$ cat src/rtl/rx_ctrl_fsm_if.sv
// Handshake bundle between the UART RX control FSM and its neighbours
// (start-bit detector, bit timer, stop-bit checker, RX buffer). RX_ERR_CNT_EN adds the error-counter pair.
interface rx_ctrl_fsm_if #(
  parameter int ERR_CNT_BITS = 4
);
  logic start_bit_detected;
  logic packet_done;
  logic framing_error;
  logic enable_timer;
  logic sbc_clear;
  logic sbc_enable;
  logic load_buffer;
  logic rx_abort;
`ifdef RX_ERR_CNT_EN
  logic                    err_cnt_clr;
  logic [ERR_CNT_BITS-1:0] err_count;

  modport master (
    output start_bit_detected, packet_done, framing_error, err_cnt_clr,
    input  enable_timer, sbc_clear, sbc_enable, load_buffer, rx_abort, err_count
  );
  modport slave (
    input  start_bit_detected, packet_done, framing_error, err_cnt_clr,
    output enable_timer, sbc_clear, sbc_enable, load_buffer, rx_abort, err_count
  );
`else
  modport master (
    output start_bit_detected, packet_done, framing_error,
    input  enable_timer, sbc_clear, sbc_enable, load_buffer, rx_abort
  );
  modport slave (
    input  start_bit_detected, packet_done, framing_error,
    output enable_timer, sbc_clear, sbc_enable, load_buffer, rx_abort
  );
`endif
endinterface

$ cat src/rtl/rx_ctrl_fsm.sv
// UART receive-control FSM: sequences bit timer, stop-bit checker and RX buffer per frame,
// with a RECV watchdog. Define RX_ERR_CNT_EN to add the saturating error counter.
module rx_ctrl_fsm #(
  parameter int TO_BITS      = 8,
  parameter int TIMEOUT      = 120,
  parameter int ERR_CNT_BITS = 4
) (
  input  logic         clk,
  input  logic         n_rst,
  rx_ctrl_fsm_if.slave bus
);

  if (TIMEOUT < 1 || TIMEOUT > (2**TO_BITS) - 1 || ERR_CNT_BITS < 1) begin : g_bad_param
    $error("rx_ctrl_fsm: parameter out of range");
  end

  typedef enum logic [2:0] {
    IDLE     = 3'd0,
    START    = 3'd1,
    RECV     = 3'd2,
    STOP_CHK = 3'd3,
    ERR_WAIT = 3'd4,
    LOAD     = 3'd5,
    ABORT    = 3'd6
  } state_e;

  state_e             state_q, state_d;
  logic [TO_BITS-1:0] wd_q, wd_d;

  always_ff @(posedge clk or negedge n_rst) begin
    if (!n_rst) begin
      state_q <= IDLE;
      wd_q    <= '0;
    end else begin
      state_q <= state_d;
      wd_q    <= wd_d;
    end
  end

  always_comb begin
    state_d = IDLE;
    wd_d    = '0;
    unique case (state_q)
      IDLE:     state_d = bus.start_bit_detected ? START : IDLE;
      START:    state_d = RECV;
      RECV: begin
        // packet_done beats the watchdog when both land on the last RECV cycle
        if (bus.packet_done)                        state_d = STOP_CHK;
        else if (wd_q == TO_BITS'(TIMEOUT - 1))     state_d = ABORT;
        else begin
          state_d = RECV;
          wd_d    = wd_q + 1'b1;
        end
      end
      STOP_CHK: state_d = ERR_WAIT;
      ERR_WAIT: state_d = bus.framing_error ? IDLE : LOAD;
      LOAD:     state_d = IDLE;
      ABORT:    state_d = IDLE;
      default:  state_d = IDLE;
    endcase
  end

  // Moore decode: outputs depend on state_q only
  always_comb begin
    bus.enable_timer = (state_q == RECV);
    bus.sbc_clear    = (state_q == START);
    bus.sbc_enable   = (state_q == STOP_CHK);
    bus.load_buffer  = (state_q == LOAD);
    bus.rx_abort     = (state_q == ABORT);
  end

`ifdef RX_ERR_CNT_EN
  logic [ERR_CNT_BITS-1:0] err_q, err_d;
  logic                    err_evt;

  assign err_evt = ((state_q == ERR_WAIT) && bus.framing_error) || (state_q == ABORT);

  always_comb begin
    err_d = err_q;
    if (bus.err_cnt_clr)         err_d = '0;
    else if (err_evt && !(&err_q)) err_d = err_q + ERR_CNT_BITS'(1);
  end

  always_ff @(posedge clk or negedge n_rst) begin
    if (!n_rst) err_q <= '0;
    else        err_q <= err_d;
  end

  assign bus.err_count = err_q;
`endif

endmodule

$ cat src/flat_wrapper.sv
// flat-port wrapper written by rule: the top's interface ports become plain ports
module rx_ctrl_fsm_flat 
#(
  parameter int TO_BITS      = 8,
  parameter int TIMEOUT      = 120,
  parameter int ERR_CNT_BITS = 4
)
  (clk, n_rst, bus_start_bit_detected, bus_packet_done, bus_framing_error, bus_enable_timer, bus_sbc_clear, bus_sbc_enable, bus_load_buffer, bus_rx_abort);
  rx_ctrl_fsm_if #(.ERR_CNT_BITS(ERR_CNT_BITS)) bus_i ();
  input  logic clk;
  input  logic n_rst;
  input wire logic [$bits(bus_i.start_bit_detected)-1:0] bus_start_bit_detected;
  input wire logic [$bits(bus_i.packet_done)-1:0] bus_packet_done;
  input wire logic [$bits(bus_i.framing_error)-1:0] bus_framing_error;
  output wire logic [$bits(bus_i.enable_timer)-1:0] bus_enable_timer;
  output wire logic [$bits(bus_i.sbc_clear)-1:0] bus_sbc_clear;
  output wire logic [$bits(bus_i.sbc_enable)-1:0] bus_sbc_enable;
  output wire logic [$bits(bus_i.load_buffer)-1:0] bus_load_buffer;
  output wire logic [$bits(bus_i.rx_abort)-1:0] bus_rx_abort;
  assign bus_i.start_bit_detected = bus_start_bit_detected;
  assign bus_i.packet_done = bus_packet_done;
  assign bus_i.framing_error = bus_framing_error;
  assign bus_enable_timer = bus_i.enable_timer;
  assign bus_sbc_clear = bus_i.sbc_clear;
  assign bus_sbc_enable = bus_i.sbc_enable;
  assign bus_load_buffer = bus_i.load_buffer;
  assign bus_rx_abort = bus_i.rx_abort;
  rx_ctrl_fsm #(.TO_BITS(TO_BITS), .TIMEOUT(TIMEOUT), .ERR_CNT_BITS(ERR_CNT_BITS)) u_core (.clk(clk), .n_rst(n_rst), .bus(bus_i));
endmodule
$ cat config.mk
export PLATFORM = sky130hd
export DESIGN_NAME = rx_ctrl_fsm_flat
export DESIGN_NICKNAME = d
export VERILOG_FILES = /design/src/rtl/rx_ctrl_fsm_if.sv /design/src/rtl/rx_ctrl_fsm.sv /design/src/flat_wrapper.sv
export SDC_FILE = /design/constraint.sdc
export NUM_CORES = 1
export LEC_CHECK = 0
export ABC_AREA = 1
export BUFFER_PORTS_ARGS = -buffer_cell sky130_fd_sc_hd__buf_2
export CAP_MARGIN = 10
export CORE_MARGIN = 1
export CORE_UTILIZATION = 45
export DETAILED_ROUTE_END_ITERATION = 10
export GPL_ROUTABILITY_DRIVEN = 0
export PLACE_DENSITY = 0.68
export SETUP_SLACK_MARGIN = 0.2
export SYNTH_ARGS = -nofsm -noshare
export SYNTH_HDL_FRONTEND = slang
export SYNTH_SLANG_ARGS = --single-unit
$ cat constraint.sdc
create_clock -name clk -period 1.52 [get_ports clk]
set_input_delay 0.152 -clock clk [delete_from_list [all_inputs] [get_ports clk]]
set_output_delay 0.152 -clock clk [all_outputs]
set_load 0.1 [all_outputs]
==> results of run 1 <==
## kinds of logic (layout without fill, tap and decap cells)
logic type | Yosys count | after routing | synth area share (%)
xor+xnor | 2 | 2 | 2.91
buf+inv | 9 | 34 | 5.60
fa+ha+maj | 1 | 1 | 2.07
compound gates | 4 | 4 | 3.94
flops | 11 | 11 | 45.6
simple gates | 46 | 46 | 39.8
## power by group through the flow
stage / registers [mW] / clock network (mW) / logic (mW)
2_1_floorplan: 0.406 / 0 / 0.632
3_3_place_gp: 0.413 / 0 / 0.871
3_5_place_dp: 0.417 / 0 / 0.878
4_1_cts: 0.406 / 0.200 / 1.07
5_1_grt: 0.413 / 0.216 / 1.18
6_report: 0.408 / 0.197 / 1.12
## sequential cells by signal (all words and copies together) (netlist names)
signal and flops:
u_core.state_q 3, u_core.wd_q 8
## layout make-up
class,instances,area (µm²),area share [%]
Multi-Input combinational cell,53,343,37.1
Sequential cell,11,278,30.1
Tap cell,14,17.5,1.90
Inverter,9,42.5,4.61
Clock buffer,4,26.3,2.85
Timing Repair Buffer,21,216,23.4
## routing by layer
layer / wire length (µm) / vias to the layer above / share of wire [%]
li1: - / 277 / -
met1: 555 / 244 / 45
met2: 623 / 11 / 50
met3: 42 / 4 / 3.4
met4: 22 / 0 / 1.8
met5: 0 / - / 0
## metrics by stage
stage                     setup slack, ns  instances  util, %  hold slack [ns]  area, µm²
after detailed placement            0.301         96     67.1           0.0324        786
after floorplan                    0.0220         73        -           -0.144        648
after global routing                0.141        112     78.8            0.201        923
final                               0.175        112     78.8            0.168        923
after CTS                           0.157        109     76.6            0.153        897
after global placement              0.301         96     67.1           0.0309        786
## how the worst max path moves through the flow
| stage | start | to | slack (ns) | cells after the start |
|---|---|---|---|---|
| after floorplan | u_core.state_q[1] | u_core.state_q[2] | 0.02 | 4 |
| after global placement | u_core.state_q[2] | bus_enable_timer | 0.30 | 4 |
| after detailed placement | u_core.state_q[2] | bus_enable_timer | 0.30 | 4 |
| after CTS | u_core.state_q[0] | bus_sbc_enable | 0.16 | 3 |
| after global routing | u_core.state_q[1] | bus_sbc_enable | 0.14 | 3 |
| final | u_core.state_q[2] | bus_load_buffer | 0.17 | 4 |
## worst min-delay path, delay by kind of cell
family	cells	cell delay (ns)
and+or+nand+nor	2	0.16
buffers and inverters	1	0.08
## repair_timing
action / CTS / global route
setup buffers: 8 / 3
pin swaps: 2 / 2
endpoints found under the setup margin: 5 / 12
hold buffers: 1 / 0
cloned: 0 / 0
gates resized for setup: 6 / 1
hold endpoints to repair: 11 / 0
## layout by cell type, fill, tap and decap left out, drive strengths merged
master       synthesis  layout
buf                  0      20
o21ai                2       2
clkbuf               0       4
clkinvlp             0       1
ha                   1       1
nor2                21      21
a21oi                2       2
inv                  9       8
xor2                 2       2
dfrtp               11      11
nand2               14      14
nand3                8       8
nor3                 3       3
dlygate4sd3          0       1
==> out/results.ini, run 1 <==
[cts]
cts-htree-levels=1
clkTransAtPathRegs_ns=0.07
clock_sinks=11
cts_buffers=3
tritoncts=built
clockBufferDepth=2
worstSkewPairLatency_ns=0.27
cts_root_buf=clkbuf_4

[synth]
post_synth.cell_area_avg_um2=8.26
synth_fp_nets=79
synth_most_common_cell=nor2_1
yosys-top-cells-area=dfrtp_1, nor2_1, nand2_1
synth_area_leader_cell=dfrtp_1
synth_edf_count=0
netlist.area_leader.share_pct=45.6
synth_seq_area_share_pct=45.6
yosys-top-cells-count=nor2_1, nand2_1, dfrtp_1, nand3_1, inv_1
synth_cell_type_count=18
synth-seq-cells=11
synthesis.area_um2=603
yosysWarningCount=0
synth_async_sr_flop_share_pct=100
synthFlopType=dfrtp_1
synthCells=73

[pwr]
internal-power_uw=887
power_frac_seq_pct=23.7
clockPowerShare_pct=11.4
ir_drop_mv=0.948
power_mw=1.72
powerDensity_nw_per_um2=1870
p_switching_uw=838
p_comb_share_pct=64.9
p_sw_share_pct=48.6
leakagePower_nw=0.398

[flow_run]
cap_violations=0

[die]
die_h_um=38.6
die_w_um=38.6
rows=12
core_area_um2=1170
die_area_um2=1490
io_pins=10
initial_core_util_pct=51.5

[sta]
rsz0062_at_grt=yes
finalCritPeriodShare_pct=88.5
slew_violations=0
max_slew.worst_pin.slew_ns=0.268
skew_ns=0.00165
period_minus_slack_ns=1.35
slew_headroom_pct=82.0
max_freq_ghz=0.743
hold_viol=0
finalSetupViolCount=0
setup_tns_ns=0

[routing]
wl_per_cell_um=11.1
drt_iter0_drc=3
dr.pass1.iters=2
wl_um=1240
viasPerCell=4.79
route.detailed.drc=0
ant_nets=0
vias=536

[worst_setup_path]
r2r_start=u_core.state_q[2]
arrival_ns=1.19
cp-end-kind=output pin
cp.required_ns=1.37
cpPeakStageDelay_ns=0.43
cp-start-kind=register
crit_type=reg -> out
crit_family=flip-flops
cp_cell_sequence=inv_4 > buf_4 > nor2_4 > buf_12
cp_max_fo=4
r2r_setup_slack_ns=0.33
r2r_end=u_core.wd_q[3]
critPathBufInv=3
critical_path.slowest_cell=dfrtp_2
r2r_cells=6

[global_route]
grt_use_met3_pct=5.20
grt.met1_usage_pct=26.2
grt_pass1_wl_um=2110
grt_pass1_vias=493
grt.total_usage_pct=21.9
grt_busiest_layer=met2
grt_start_max_net_pins=12
use_met2_pct=36.7
gr-total-overflow=0
antenna_found_initial=0

[final_layout]
antennaDiodeCount=0
area_growth_pct=53.1
fillers=77
layout.nets=105
drive_gt1_share_pct=48.0

[outcome]
status=complete, no violations

[placement]
io_buffers=9
dp_hpwl_um=832

[worst_hold_path]
hold_path_depth=3
hp-start=bus_start_bit_detected
hold_end=u_core.state_q[0]
hold_class=in -> reg

No activity file was read; power rests on OpenSTA's default activity.
==> run 2: changes to the inputs <==
- ABC_AREA: 1 -> not set
- CORE_UTILIZATION: 45 -> 40
- PLACE_DENSITY: 0.68 -> 0.62
==> run 2 against run 1 <==
- critical path depth down 2
- synthesized cell count down 22%
- sequential power up 12%
- clock power about the same
- power down 7.2%
- non-clock buffer count up 3
- count of clock-buffer cells in the layout unchanged
- via count up 5.8%
- flip-flop and latch count unchanged
- critical path type unchanged
- critical endpoint is now bus_enable_timer
- largest cell class unchanged
==> out/results.ini, run 2 <==
[worst_setup_path]
r2r_setup_slack_ns=0.17
cp_max_fo=6
arrival_ns=1.24
cp.required_ns=1.37
cp-start-kind=register
cp-end-kind=output pin
r2r_cells=3
crit_type=reg -> out

[global_route]
use_met2_pct=30.2
grt.total_usage_pct=20.0
grt.met1_usage_pct=24.1
grt_start_max_net_pins=12
grt_pass1_vias=471
grt_use_met3_pct=10.0
grt_pass1_wl_um=2000
antenna_found_initial=0
gr-total-overflow=0
grt_busiest_layer=met2

[cts]
cts_buffers=3
tritoncts=built
cts_root_buf=clkbuf_4
clkTransAtPathRegs_ns=0.06
clock_sinks=11
clockBufferDepth=2
worstSkewPairLatency_ns=0.28
cts-htree-levels=1

[final_layout]
fin_area_um2=973
final_cell_mix=buf_4, dfrtp_1, nor2_1, buf_12
reg.largest.list=u_core.wd_q: 8 flops, u_core.state_q: 3 flops
largest_reg_flops=8
largest_register=u_core.wd_q
drive_gt1_share_pct=56.0
layout.nets=91
final_common_cell=buf_4
area_growth_pct=64.1
antennaDiodeCount=0
stdcell_count=99

[pwr]
p_switching_uw=731
p_comb_share_pct=59.0
p_sw_share_pct=45.6
ir_drop_mv=0.976
powerDensity_nw_per_um2=1640
clockPowerShare_pct=12.5
internal-power_uw=870
leakagePower_nw=0.430
power_frac_seq_pct=28.5
power_mw=1.60

[routing]
vias=567
dr.pass1.iters=4
ant_nets=0
wl_um=1500
drt_iter0_drc=12
route.detailed.drc=0
viasPerCell=5.73
wl_per_cell_um=15.1

[synth]
yosys-top-cells-area=dfrtp_1, and3b_1, o21ai_0
synthCells=57
synthFlopType=dfrtp_1
yosys-top-cells-count=dfrtp_1, nor2_1, and3b_1, o21ai_0, nand2b_1
synth_cell_type_count=31
synth_edf_count=0
synth_area_leader_cell=dfrtp_1
synthesis.area_um2=593
post_synth.cell_area_avg_um2=10.4
synth_fp_nets=63
synth_most_common_cell=dfrtp_1
synth-seq-cells=11
synth_async_sr_flop_share_pct=100
synth_seq_area_share_pct=46.4
netlist.area_leader.share_pct=46.4
yosysWarningCount=0

[die]
die_h_um=40.5
die_area_um2=1640
die_w_um=40.5
initial_core_util_pct=44.5
rows=13
io_pins=10
core_area_um2=1330

[sta]
layout_setup_ws_ns=0.127
rsz0062_at_grt=yes
slew_headroom_pct=77.6
hold_viol=0
skew_ns=0.00810
slew_violations=0
finalCritPeriodShare_pct=91.7
finalSetupViolCount=0
period_minus_slack_ns=1.39
max_slew.worst_pin.slew_ns=0.333
max_freq_ghz=0.718

[worst_hold_path]
hold_path_depth=4
hold_class=in -> reg

[placement]
place_area_um2=764
place_ws_ns=0.138
dp_cells=80
dp_hpwl_um=855
io_buffers=9

[flow_run]
cap_violations=0

[outcome]
status=complete, no violations

==> run 2: changes by cell type after synthesis, moves of 2 or more <==
cell      previous run  this run
nand2_1             12         1
nor2_1              16         5
nand3_1              7         2
inv_1                5         0
inv_2                4         0
and3b_1              0         4
a31oi_1              0         2
nand2b_1             0         3
nor4b_1              0         2
o21ai_0              1         4
nor2_2               4         0
==> run 2: repair_timing <==
item / CTS / global route
hold buffers: 1 / 0
endpoints found under the setup margin: 10 / 14
hold endpoints to repair: 11 / 0
gates cloned: 0 / 0
pin swaps: 3 / 8
resized for setup: 2 / 15
buffers inserted: 7 / 7
==> run 2: area by class of cell <==
class                   count  area [µm²]
fillers                    90         360
clock buffers               4        26.3
multi-input cells          45         404
flip-flops and latches     11         280
well taps                  15        18.8
repair buffers             24         244
==> run 2: power by group through the flow <==
stage	Clock [mW]	Combinational [mW]	Sequential [mW]
after floorplan	0	0.515	0.439
after global placement	0	0.757	0.464
after detailed placement	0	0.757	0.470
after CTS	0.208	0.838	0.452
after global routing	0.223	0.985	0.460
final	0.200	0.945	0.456
==> run 2: worst max-delay path, stage by stage, from the launching register on <==
cell     delay, ns
dfrtp_2       0.47
nor3b_4       0.29
buf_12        0.21
==> run 2: worst paths after layout <==
check                                   from                end
max reg2reg                   u_core.wd_q[6]     u_core.wd_q[1]
max in group asynchronous              n_rst  u_core.state_q[0]
max                        u_core.state_q[2]   bus_enable_timer
min reg2reg                   u_core.wd_q[6]     u_core.wd_q[6]
min in group asynchronous              n_rst     u_core.wd_q[5]
min                        bus_framing_error  u_core.state_q[0]
==> run 2: kinds of logic (layout without fill, tap and decap cells) <==
group,after synthesis,in the layout,synth area share [%]
simple gates,29,29,32.5
compound gates,12,12,13.3
flops,11,11,46.4
xor+xnor,2,2,2.95
fa+ha+maj,1,1,2.11
mux,1,1,1.90
buf+inv,1,28,0.843
==> run 2: metrics by stage <==
| stage | hold WS, ns | setup TNS (ns) | utilization (%) |
|---|---|---|---|
| floorplan | -0.144 | -2.04 | - |
| global placement | 0.0320 | 0 | 57.3 |
| detailed placement | 0.0352 | 0 | 57.3 |
| CTS | 0.156 | 0 | 64.8 |
| global route | 0.192 | 0 | 73.0 |
| finish | 0.175 | 0 | 73.0 |
==> run 2: layer usage <==
layer | vias to the layer above | routed length [µm]
met2 | 14 | 697
met1 | 276 | 688
li1 | 272 | -
met5 | - | 0
met4 | 0 | 22
met3 | 5 | 89
